File: src/rtl/tcp_server_ctrl_pkg.sv
// Shared definitions for the passive-open TCP controller: flag masks, connection
// states, pending-control kinds and the outgoing segment record.
package tcp_server_ctrl_pkg;

  localparam logic [5:0] F_FIN = 6'h01;
  localparam logic [5:0] F_SYN = 6'h02;
  localparam logic [5:0] F_RST = 6'h04;
  localparam logic [5:0] F_PSH = 6'h08;
  localparam logic [5:0] F_ACK = 6'h10;
  localparam logic [5:0] F_URG = 6'h20;

  typedef enum logic [2:0] {
    ST_LISTEN     = 3'd0,
    ST_SYN_RCVD   = 3'd1,
    ST_ESTAB      = 3'd2,
    ST_CLOSE_WAIT = 3'd3,
    ST_LAST_ACK   = 3'd4
  } conn_state_e;

  typedef enum logic [1:0] {
    CTL_NONE   = 2'd0,
    CTL_SYNACK = 2'd1,
    CTL_FINACK = 2'd2,
    CTL_ACK    = 2'd3
  } ctl_e;

  typedef struct packed {
    logic [5:0]  flag;
    logic [31:0] seq;
    logic [31:0] ack;
  } tx_seg_t;

endpackage

File: src/rtl/tcp_server_ctrl_timer.sv
// Restartable 32-bit up-counter; pulses expire for one cycle when the count reaches
// limit, then stops until restarted. Restart takes priority over clear.
module tcp_timer (
  input  logic        clk,
  input  logic        rst,
  input  logic        restart,
  input  logic        clear,
  input  logic [31:0] limit,
  output logic        expire
);
  logic [31:0] cnt_q, cnt_d;
  logic        run_q, run_d;

  assign expire = run_q && (cnt_q == limit);

  always_comb begin
    cnt_d = cnt_q;
    run_d = run_q;
    if (restart) begin
      cnt_d = '0;
      run_d = 1'b1;
    end else if (clear || expire) begin
      cnt_d = '0;
      run_d = 1'b0;
    end else if (run_q) begin
      cnt_d = cnt_q + 32'd1;
    end
  end

  always_ff @(posedge clk or posedge rst) begin
    if (rst) begin
      cnt_q <= '0;
      run_q <= 1'b0;
    end else begin
      cnt_q <= cnt_d;
      run_q <= run_d;
    end
  end
endmodule

File: src/rtl/tcp_server_ctrl.sv
// Passive-open TCP endpoint: LISTEN -> SYN_RCVD -> ESTAB -> CLOSE_WAIT -> LAST_ACK,
// with one registered tx slot toward the encoder and delayed/piggybacked ACKs.
module tcp_server_ctrl
  import tcp_server_ctrl_pkg::*;
#(
  parameter logic [31:0] ISS        = 32'h0000_4000,
  parameter logic [31:0] ACK_DELAY  = 32'd1000000,
  parameter logic [31:0] RTO_CYCLES = 32'd4000000,
  parameter int          MAX_RETX   = 3,
  parameter int          LEN_W      = 16
) (
  input  logic             clk,
  input  logic             rst,
  input  logic             rx_seg_valid,
  input  logic [5:0]       rx_flag,
  input  logic [31:0]      rx_seq,
  input  logic [31:0]      rx_ack,
  input  logic [LEN_W-1:0] rx_len,
  input  logic             app_tx_valid,
  input  logic [LEN_W-1:0] app_tx_len,
  output logic             app_tx_accept,
  output logic             tx_valid,
  input  logic             tx_ready,
  output logic [5:0]       tx_flag,
  output logic [31:0]      tx_seq,
  output logic [31:0]      tx_ack,
  output logic             rx_deliver,
  output logic [2:0]       conn_state
);
  conn_state_e state_q, state_d;
  ctl_e        ctl_q, ctl_d;
  tx_seg_t     tx_seg_q, tx_seg_d;
  logic [31:0] snd_nxt_q, snd_nxt_d, rcv_nxt_q, rcv_nxt_d;
  logic [7:0]  retx_q, retx_d;
  logic        need_ack_q, need_ack_d, dly_due_q, dly_due_d, tx_valid_q, tx_valid_d;
  logic        dly_restart, dly_clear, dly_exp, rto_restart, rto_clear, rto_exp;
  logic        drop, in_order, slot_free;
  logic        unused_flags;

  assign unused_flags = ^{rx_flag[5], rx_flag[3]};

  tcp_timer u_dly_timer (
    .clk(clk), .rst(rst), .restart(dly_restart), .clear(dly_clear),
    .limit(ACK_DELAY), .expire(dly_exp)
  );

  tcp_timer u_rto_timer (
    .clk(clk), .rst(rst), .restart(rto_restart), .clear(rto_clear),
    .limit(RTO_CYCLES), .expire(rto_exp)
  );

  assign in_order  = (rx_seq == rcv_nxt_q);
  assign slot_free = !tx_valid_q || tx_ready;

  always_comb begin
    state_d       = state_q;
    ctl_d         = ctl_q;
    snd_nxt_d     = snd_nxt_q;
    rcv_nxt_d     = rcv_nxt_q;
    retx_d        = retx_q;
    need_ack_d    = need_ack_q;
    dly_due_d     = dly_due_q;
    tx_valid_d    = tx_valid_q && !tx_ready;
    tx_seg_d      = tx_seg_q;
    rx_deliver    = 1'b0;
    app_tx_accept = 1'b0;
    dly_restart   = 1'b0;
    dly_clear     = 1'b0;
    rto_restart   = 1'b0;
    rto_clear     = 1'b0;
    drop          = 1'b0;

    // Receive side runs first so anything loaded this cycle sees the new rcv_nxt.
    if (rx_seg_valid) begin
      if ((rx_flag & F_RST) != 6'd0 && state_q != ST_LISTEN) begin
        drop = 1'b1;
      end else begin
        case (state_q)
          ST_LISTEN: begin
            if ((rx_flag & F_SYN) != 6'd0 && (rx_flag & F_ACK) == 6'd0) begin
              rcv_nxt_d = rx_seq + 32'd1;
              snd_nxt_d = ISS + 32'd1;
              ctl_d     = CTL_SYNACK;
              retx_d    = '0;
              state_d   = ST_SYN_RCVD;
            end
          end
          ST_SYN_RCVD: begin
            if ((rx_flag & F_ACK) != 6'd0 && rx_ack == snd_nxt_q) begin
              state_d   = ST_ESTAB;
              ctl_d     = CTL_NONE;
              retx_d    = '0;
              rto_clear = 1'b1;
            end else if ((rx_flag & F_SYN) != 6'd0) begin
              ctl_d = CTL_SYNACK;
            end
          end
          ST_ESTAB: begin
            if (in_order && (rx_flag & F_FIN) != 6'd0) begin
              rcv_nxt_d  = rcv_nxt_q + 32'(rx_len) + 32'd1;
              rx_deliver = (rx_len != '0);
              ctl_d      = CTL_ACK;
              state_d    = ST_CLOSE_WAIT;
            end else if (in_order && rx_len != '0) begin
              rcv_nxt_d  = rcv_nxt_q + 32'(rx_len);
              rx_deliver = 1'b1;
              if (need_ack_q) begin
                ctl_d = CTL_ACK;
              end else begin
                need_ack_d  = 1'b1;
                dly_restart = 1'b1;
              end
            end else if (!in_order) begin
              ctl_d = CTL_ACK;
            end
          end
          ST_LAST_ACK: begin
            if ((rx_flag & F_ACK) != 6'd0 && rx_ack == snd_nxt_q) begin
              state_d   = ST_LISTEN;
              snd_nxt_d = ISS;
              ctl_d     = CTL_NONE;
              retx_d    = '0;
              rto_clear = 1'b1;
            end
          end
          default: ;
        endcase
      end
    end

    if (!drop && rto_exp && (state_d == ST_SYN_RCVD || state_d == ST_LAST_ACK)) begin
      if (retx_q == 8'(MAX_RETX)) begin
        drop = 1'b1;
      end else begin
        ctl_d  = (state_d == ST_SYN_RCVD) ? CTL_SYNACK : CTL_FINACK;
        retx_d = retx_q + 8'd1;
      end
    end

    if (dly_exp && need_ack_q) dly_due_d = 1'b1;

    // Once the ACK for the peer's FIN has been handed to the slot, queue our FIN.
    if (!drop && state_d == ST_CLOSE_WAIT && ctl_d == CTL_NONE) begin
      state_d   = ST_LAST_ACK;
      snd_nxt_d = snd_nxt_d + 32'd1;
      ctl_d     = CTL_FINACK;
      retx_d    = '0;
    end

    if (drop) begin
      state_d     = ST_LISTEN;
      snd_nxt_d   = ISS;
      ctl_d       = CTL_NONE;
      retx_d      = '0;
      need_ack_d  = 1'b0;
      dly_due_d   = 1'b0;
      tx_valid_d  = 1'b0;
      rx_deliver  = 1'b0;
      dly_restart = 1'b0;
      dly_clear   = 1'b1;
      rto_clear   = 1'b1;
    end else if (slot_free) begin
      if (ctl_d != CTL_NONE) begin
        tx_valid_d   = 1'b1;
        tx_seg_d.ack = rcv_nxt_d;
        case (ctl_d)
          CTL_SYNACK: begin
            tx_seg_d.flag = F_SYN | F_ACK;
            tx_seg_d.seq  = ISS;
            rto_restart   = 1'b1;
          end
          CTL_FINACK: begin
            tx_seg_d.flag = F_FIN | F_ACK;
            tx_seg_d.seq  = snd_nxt_d - 32'd1;
            rto_restart   = 1'b1;
          end
          default: begin
            tx_seg_d.flag = F_ACK;
            tx_seg_d.seq  = snd_nxt_d;
          end
        endcase
        ctl_d       = CTL_NONE;
        need_ack_d  = 1'b0;
        dly_due_d   = 1'b0;
        dly_restart = 1'b0;
        dly_clear   = 1'b1;
      end else if (state_d == ST_ESTAB && app_tx_valid) begin
        tx_valid_d    = 1'b1;
        tx_seg_d.flag = F_PSH | F_ACK;
        tx_seg_d.seq  = snd_nxt_d;
        tx_seg_d.ack  = rcv_nxt_d;
        snd_nxt_d     = snd_nxt_d + 32'(app_tx_len);
        app_tx_accept = 1'b1;
        need_ack_d    = 1'b0;
        dly_due_d     = 1'b0;
        dly_restart   = 1'b0;
        dly_clear     = 1'b1;
      end else if (dly_due_d && need_ack_d) begin
        tx_valid_d    = 1'b1;
        tx_seg_d.flag = F_ACK;
        tx_seg_d.seq  = snd_nxt_d;
        tx_seg_d.ack  = rcv_nxt_d;
        need_ack_d    = 1'b0;
        dly_due_d     = 1'b0;
      end
    end
  end

  always_ff @(posedge clk or posedge rst) begin
    if (rst) begin
      state_q    <= ST_LISTEN;
      ctl_q      <= CTL_NONE;
      snd_nxt_q  <= ISS;
      rcv_nxt_q  <= '0;
      retx_q     <= '0;
      need_ack_q <= 1'b0;
      dly_due_q  <= 1'b0;
      tx_valid_q <= 1'b0;
      tx_seg_q   <= '0;
    end else begin
      state_q    <= state_d;
      ctl_q      <= ctl_d;
      snd_nxt_q  <= snd_nxt_d;
      rcv_nxt_q  <= rcv_nxt_d;
      retx_q     <= retx_d;
      need_ack_q <= need_ack_d;
      dly_due_q  <= dly_due_d;
      tx_valid_q <= tx_valid_d;
      tx_seg_q   <= tx_seg_d;
    end
  end

  assign tx_valid   = tx_valid_q;
  assign tx_flag    = tx_seg_q.flag;
  assign tx_seq     = tx_seg_q.seq;
  assign tx_ack     = tx_seg_q.ack;
  assign conn_state = state_q;
endmodule
File: config.mk
export PLATFORM = sky130hd
export DESIGN_NAME = tcp_server_ctrl
export DESIGN_NICKNAME = d
export VERILOG_FILES = /design/src/rtl/tcp_server_ctrl_pkg.sv /design/src/rtl/tcp_server_ctrl_timer.sv /design/src/rtl/tcp_server_ctrl.sv
export SDC_FILE = /design/constraint.sdc
export NUM_CORES = 1
export LEC_CHECK = 0
export ABC_CLOCK_PERIOD_IN_PS = 6790
export BUFFER_PORTS_ARGS = -buffer_cell sky130_fd_sc_hd__buf_2
export CAP_MARGIN = 20
export CORE_MARGIN = 1.5
export CORE_UTILIZATION = 32
export DETAILED_ROUTE_END_ITERATION = 12
export PLACE_DENSITY = 0.58
export SKIP_LAST_GASP = 1
export SLEW_MARGIN = 20
export SYNTH_ARGS = -nofsm -noshare
export SYNTH_HDL_FRONTEND = slang
export SYNTH_SLANG_ARGS = --single-unit
export TNS_END_PERCENT = 20
File: constraint.sdc
create_clock -name clk -period 6.79 [get_ports clk]
set_clock_uncertainty 0.2 [all_clocks]
set_input_delay 0.679 -clock clk [delete_from_list [all_inputs] [get_ports clk]]
set_output_delay 0.679 -clock clk [all_outputs]
set_load 0.03 [all_outputs]
==> results of run 1 <==
[registers in the layout, indices dropped and copies added, names as in the netlist]
register / flops
retx_q: 8
tx_seq: 32
snd_nxt_q: 32
ctl_q: 2
need_ack_q: 1
tx_ack: 32
dly_due_q: 1
u_rto_timer.cnt_q: 32
rcv_nxt_q: 32
u_rto_timer.run_q: 1
u_dly_timer.cnt_q: 32
conn_state: 3
u_dly_timer.run_q: 1
tx_flag: 4
tx_valid: 1
[area by class of cell]
type / count / area, um^2
Antenna cell: 2 / 5.005
Multi-Input combinational cell: 1634 / 10430
Tap cell: 672 / 840.8
Fill cell: 5176 / 31250
Clock buffer: 33 / 737.0
Timing Repair Buffer: 239 / 1349
Clock inverter: 14 / 209.0
Sequential cell: 214 / 5359
Inverter: 49 / 192.7
[cells in the final DEF (no fill, tap or decap), types with 51 or more instances in the layout]
| cell | n |
|---|---|
| nand2_1 | 239 |
| nor3_1 | 51 |
| xnor2_1 | 137 |
| buf_2 | 178 |
| nand3_1 | 96 |
| xor2_1 | 96 |
| a21oi_1 | 95 |
| nor2_1 | 223 |
| nand4_1 | 66 |
| dfrtp_1 | 211 |
| buf_4 | 61 |
| o21ai_0 | 77 |
[routing by layer]
layer,up-vias,wire [um]
met5,-,27
met4,4,1371
met3,86,4432
met2,582,26200
met1,7843,25520
li1,7511,-
[cell usage after synthesis, types with 7 or more instances]
cell type | n | share of area [%]
and2_1 | 26 | 0.99
or2_2 | 9 | 0.34
a22oi_1 | 8 | 0.37
nor4_1 | 25 | 0.95
nand2b_1 | 15 | 0.57
or3_1 | 28 | 1.1
o21a_1 | 8 | 0.37
nand2_1 | 239 | 5.5
and4_1 | 18 | 0.96
a21o_1 | 17 | 0.78
o21bai_1 | 8 | 0.37
or4_1 | 14 | 0.64
and3_1 | 41 | 1.6
ha_1 | 48 | 3.7
nand4_1 | 66 | 2.5
o21ai_0 | 77 | 2.4
o211ai_1 | 18 | 0.83
a22o_1 | 15 | 0.80
mux2_2 | 24 | 1.7
nand3_1 | 96 | 2.9
a31oi_1 | 21 | 0.80
o22ai_1 | 16 | 0.61
nor4b_1 | 16 | 0.86
nor2b_1 | 7 | 0.27
a221oi_1 | 8 | 0.43
mux2i_1 | 26 | 1.6
dfrtp_1 | 213 | 33
xnor2_1 | 138 | 7.4
inv_1 | 46 | 1.1
clkbuf_1 | 82 | 1.9
nor3_1 | 52 | 1.6
o21ai_1 | 8 | 0.24
o31ai_1 | 15 | 0.69
a211o_1 | 7 | 0.37
xor2_1 | 96 | 5.1
buf_6 | 7 | 0.48
a21oi_1 | 95 | 2.9
nor2_1 | 224 | 5.1
a211oi_1 | 12 | 0.55
[per-stage QoR]
step | instances | power [uW] | area (um^2) | hold WS, ns | util [%]
floorplan | 1996 | 3192 | 16380 | 0.2978 | -
global placement | 2808 | 3896 | 18160 | 0.2480 | 36.04
detailed placement | 2808 | 3913 | 18160 | 0.2540 | 36.04
CTS | 2855 | 5477 | 19100 | 0.1240 | 37.92
global route | 2855 | 5743 | 19120 | 0.1586 | 37.96
finish | 2857 | 5446 | 19130 | 0.09036 | 37.97
[cells by family after synthesis]
kind of cell / Yosys count / share of synthesized area (%)
AO/OA/AOI/OAI: 391 / 15.91
buffers and inverters: 148 / 3.789
flip-flops: 214 / 32.70
multiplexers: 50 / 3.239
adder cells (fa/ha/maj): 51 / 3.973
XOR/XNOR: 237 / 12.81
other: 1 / 0.02290
AND/OR/NAND/NOR: 903 / 27.56
[power by group]
part / leakage (uW) / switching (uW) / internal [uW]
Clock: 0.000453 / 603 / 923
Combinational: 0.00490 / 1440 / 747
Sequential: 0.00289 / 245 / 1490
[repair_timing]
action	4_1_cts	5_1_grt
endpoints found under the setup margin	1	1
hold endpoints to repair	0	0
resized for setup	2	5
gates cloned	0	0
[path summary, 6_finish.rpt]
| kind | from | to |
|---|---|---|
| max reg2reg | conn_state[1] | tx_seq[31] |
| max | snd_nxt_q[16] | app_tx_accept |
| min | rst | u_dly_timer.cnt_q[21] |
| min reg2reg | tx_flag[4] | tx_flag[4] |
| max in group asynchronous | rst | tx_ack[6] |
| min in group clk | tx_ready | tx_valid |
==> results.cfg, run 1 <==
[global_route]
grt.overflow.total = 0
grtUsageMet2_pct = 34.72
grt_max_degree = 121
top_usage_layer = met2
gr-usage-met1_pct = 29.28
grt_use_met3_pct = 3.847
grt_first_pass_wirelength_um = 89760
antenna_found_initial = 3
grt_pass1_vias = 15730
grt_use_total_pct = 21.44

[run_status]
status = complete, no violations

[placed_design]
post-place-ws_ns = 0.2286
gp_congestion = 0.9920
port_buffers = 178
hpwl_um = 43970

[routing]
wl_per_cell_um = 20.14
drt_first_pass_iters = 6
drc = 0
drt_wl_total_um = 57550
via_count = 16030
ant_nets = 0
drtIter0Drc = 1647
via_per_inst = 5.609

[worst_setup_path]
reg2reg_setup_slack_ns = 0.54
cp_cell_sequence = xnor2_1, nand4_1, or4_4, nor3_2, buf_4, o211ai_2, nor2b_2, xnor2_1, nand3_1, nor2_2, nor3_1, o21ai_0, o21ai_0, inv_1, ha_1, nor2b_2, o21a_1, nor3_2, nand3_1, clkinv_2, buf_2
critPathArrivalTime_ns = 5.62
slowest_delay_ns = 0.64
startpoint_type = flip-flop
cp_slowest_cell = or4_4
worst-path-buf-inv = 4
criticalPathCategory = flip-flop to output port
crit_path_end_kind = output port
worstPathMaxFanout = 8
required_ns = 5.91
r2r_cells = 18
critical-path-top-delay-family = simple AND/OR/NAND/NOR gates
critical_path_depth = 21

[sta]
maxSlewViolCount = 0
rsz0062_at_grt = no
finalWorstSetupSlack_ns = 0.2923
worst_pin_slew_ns = 1.136
finalCriticalPeriod_ns = 6.498
fin_crit_sh_pct = 95.70
slew_headroom_pct = 23.68
hold_viol = 0
setup_tns_ns = 0
max_freq_mhz = 153.9
finalSetupViolations = 0

[clock_network]
htreeDepth = 1
cts_tree = yes
root_buffer = clkbuf_16
cts_sinks = 214
path_clk_slew_ns = 0.06
insertion_delay_ns = 0.59
ctsHoldBuffers = 0
cts_max_path_buffers = 3
cts_setup_buffers = 0
cts_buffers = 26

[synthesis]
synth_cell_types = 91
synth-seq-cells = 214
ys.flop_type = dfrtp_1
yosysWarnings = 0
post_synth.cell_area_avg_um2 = 8.210
synthCells = 1995
synth-edff-count = 0
synth_area_um2 = 16380
ys_seq_area_share_pct = 32.70
async_reset_ff_share_pct = 100.0

[finish]
nets = 2321
drive_gt1_share_pct = 16.49
area_growth_pct = 16.78

[floorplan]
fp-row-count = 82
design.core.area_um2 = 50380
ios = 183
initial_utilization_pct = 32.51
die_y_um = 229.2
die_area_um2 = 52550
die_w_um = 229.2

[power_and_ir_drop]
powerDensity_nw_per_um2 = 284.7
vdd_drop_max_v = 0.0001834
p_leak_uw = 0.008242

[run]
cap_violations = 0

[hold_path]
hp-class = primary input to asynchronous set/reset pin
(Power assumes the default switching activity.)
==> inputs of run 2 (changes only) <==
--- a/config.mk
+++ b/config.mk
@@ -7,3 +7,3 @@
 export LEC_CHECK = 0
-export ABC_CLOCK_PERIOD_IN_PS = 6790
+export ABC_CLOCK_PERIOD_IN_PS = 5600
 export BUFFER_PORTS_ARGS = -buffer_cell sky130_fd_sc_hd__buf_2
@@ -14,2 +14,3 @@
 export PLACE_DENSITY = 0.58
+export SETUP_SLACK_MARGIN = 0.2
 export SKIP_LAST_GASP = 1
==> constraint.sdc (replaced) <==
create_clock -name clk -period 5.6 [get_ports clk]
set_clock_uncertainty 0.2 [all_clocks]
set_input_delay 0.84 -clock clk [delete_from_list [all_inputs] [get_ports clk]]
set_output_delay 0.84 -clock clk [all_outputs]
set_load 0.03 [all_outputs]
==> run 2 against run 1 <==
Global-route usage is 2.0 points higher. Critical path type unchanged. Largest power group unchanged. Clock-buffer cell count is 6 higher. Cell count is 14% higher. The flow now finishes with violations (setup timing). Critical endpoint unchanged. Worst setup slack worse by 0.46 ns. First-iteration DRC count is 1.3% lower. Worst hold slack better by 0.11 ns.
==> results.cfg, run 2 (synthesis gave the netlist of run 1 again) <==
[run_status]
status = finished, violations left
violations = setup timing

[worst_setup_path]
criticalPathCategory = flip-flop to output port
reg2reg_setup_slack_ns = -0.11
regToRegEndpoint = snd_nxt_q[18]
critPathArrivalTime_ns = 4.73
worstPathMaxFanout = 5
crit_path_end_kind = output port
cp_cell_sequence = xnor2_2, buf_4, nand4_1, or4_4, nor3_4, buf_6, o211ai_4, buf_6, nor2b_4, xnor2_2, nand3_2, nor2_4, nor3_2, o21ai_2, o21ai_2, inv_2, ha_2, nor2b_4, o21a_1, nor3_2, nand3_2, clkinv_2, buf_6
required_ns = 4.56
cp_slowest_cell = or4_4
crit_path_frequent_cell = buf_6
slowest_delay_ns = 0.59
startpoint_type = flip-flop
startpoint = snd_nxt_q[6]
r2r_cells = 24
reg2reg_from = snd_nxt_q[29]
setup.worst_path.end = app_tx_accept

[global_route]
grt_max_degree = 117
antenna_found_initial = 2
grt_first_pass_wirelength_um = 97460
grt_pass1_vias = 17230
grt.overflow.total = 0
grt_use_total_pct = 23.48

[routing]
via_count = 17840
wl_per_cell_um = 20.06
wl_met2_um = 31300
met3_length_um = 3830
drtIter0Drc = 1625
ant_nets = 0
drt_first_pass_iters = 5
top_layer_used = met4
via_per_inst = 5.484
drt-met1-wl_um = 27370
drc = 0
drt_wl_total_um = 65250

[power_and_ir_drop]
switching_share_pct = 40.85
p_int_uw = 4264
vdd_drop_max_v = 0.0002124
pwr-share-clk_pct = 25.5
p_seq_share_pct = 28.5
p_leak_uw = 0.01059
powerDensity_nw_per_um2 = 311.3
switchingPower_uw = 2944
p_comb_share_pct = 46.1

[sta]
finalSetupViolations = 17
maxSlewViolCount = 0
max_freq_mhz = 173.2
worst_pin_slew_ns = 0.9031
hold_viol = 0
fin_crit_sh_pct = 103.1
rsz0062_at_grt = yes
finalCriticalPeriod_ns = 5.773
slew_headroom_pct = 39.57
finalWorstSetupSlack_ns = -0.1725
whs_ns = 0.2005

[floorplan]
die_area_um2 = 52550
ios = 183
design.core.area_um2 = 50380
die_y_um = 229.2
initial_utilization_pct = 32.51
die_w_um = 229.2
fp-row-count = 82

[finish]
fillers = 4878
multi_input_area_um2 = 11170
final_cell_mix = buf_4, nand2_1, nor2_1
final_common_cell = buf_4
area_growth_pct = 41.39
nets = 2718
regArea_um2 = 5361
final_core_util_pct = 45.97
drive_gt1_share_pct = 33.27

[placed_design]
port_buffers = 178
hpwl_um = 47790
gp_congestion = 1.027

[clock_network]
cts_sinks = 214
htreeDepth = 1
root_buffer = clkbuf_16
cts_max_path_buffers = 3
cts_tree = yes
insertion_delay_ns = 0.57
path_clk_slew_ns = 0.05
cts_buffers = 27

[hold_path]
hp-class = primary input to asynchronous set/reset pin

[run]
cap_violations = 0
## run 2: through the flow
stage          instance area, um^2  power [uW]  setup TNS [ns]  setup WS (ns)  cells
2_1_floorplan                16390        3871          -13.38        -0.8637   1996
3_3_place_gp                 20400        5081          -28.47        -0.7699   3099
3_5_place_dp                 20400        5122          -32.86        -0.7763   3099
4_1_cts                      22090        7083         -0.1437       -0.04398   3218
5_1_grt                      23150        7580          -6.957        -0.3319   3251
6_report                     23160        7208          -1.026        -0.1725   3253
## run 2: power by group through the flow
stage               Sequential (uW)  Clock, uW  Combinational [uW]
floorplan                      2300          0                1570
global placement               2070          0                3010
global route                   2080       1940                3560
CTS                            2050       1880                3160
detailed placement             2070          0                3050
finish                         2050       1840                3320
## run 2: routing by layer
metal  global-route usage (%)  up-vias
li1                         -     8309
met1                    30.59     8711
met2                    40.01      672
met3                    2.776      147
met4                    8.224        0
met5                        0        -
## run 2: repair_timing
| item | CTS | global route |
|---|---|---|
| hold buffers | 0 | 0 |
| buffers inserted | 72 | 32 |
| endpoints found under the setup margin | 45 | 117 |
| pin swaps | 33 | 88 |
| resized for setup | 53 | 178 |
| cloned | 0 | 1 |
## run 2: final cells by class
type	count	area share, %
antenna	2	0.02161
clock buffer	39	3.458
clock inverter	8	0.5133
inverter	49	0.8159
multi-input combinational	1634	48.23
sequential	214	23.15
tap	672	3.631
timing repair buffer	635	20.18
## run 2: worst max-delay path, delay by kind of cell (launching register included)
family	cells	cell delay (ns)
buf+inv	6	0.75
compound gates	4	0.59
fa+ha+maj	1	0.20
flops	1	0.40
xor+xnor	2	0.39
simple gates	10	1.84
## run 2: worst min path at each step
stage,from,end,slack (ns),depth (start not counted)
3_3_place_gp,tx_flag[4],tx_flag[4],0.24,1
2_1_floorplan,u_rto_timer.cnt_q[20],u_rto_timer.cnt_q[20],0.30,2
6_report,rst,u_rto_timer.cnt_q[21],0.20,2
3_5_place_dp,tx_flag[4],tx_flag[4],0.25,1
5_1_grt,rst,u_rto_timer.cnt_q[21],0.25,2
4_1_cts,rst,u_rto_timer.cnt_q[21],0.20,2
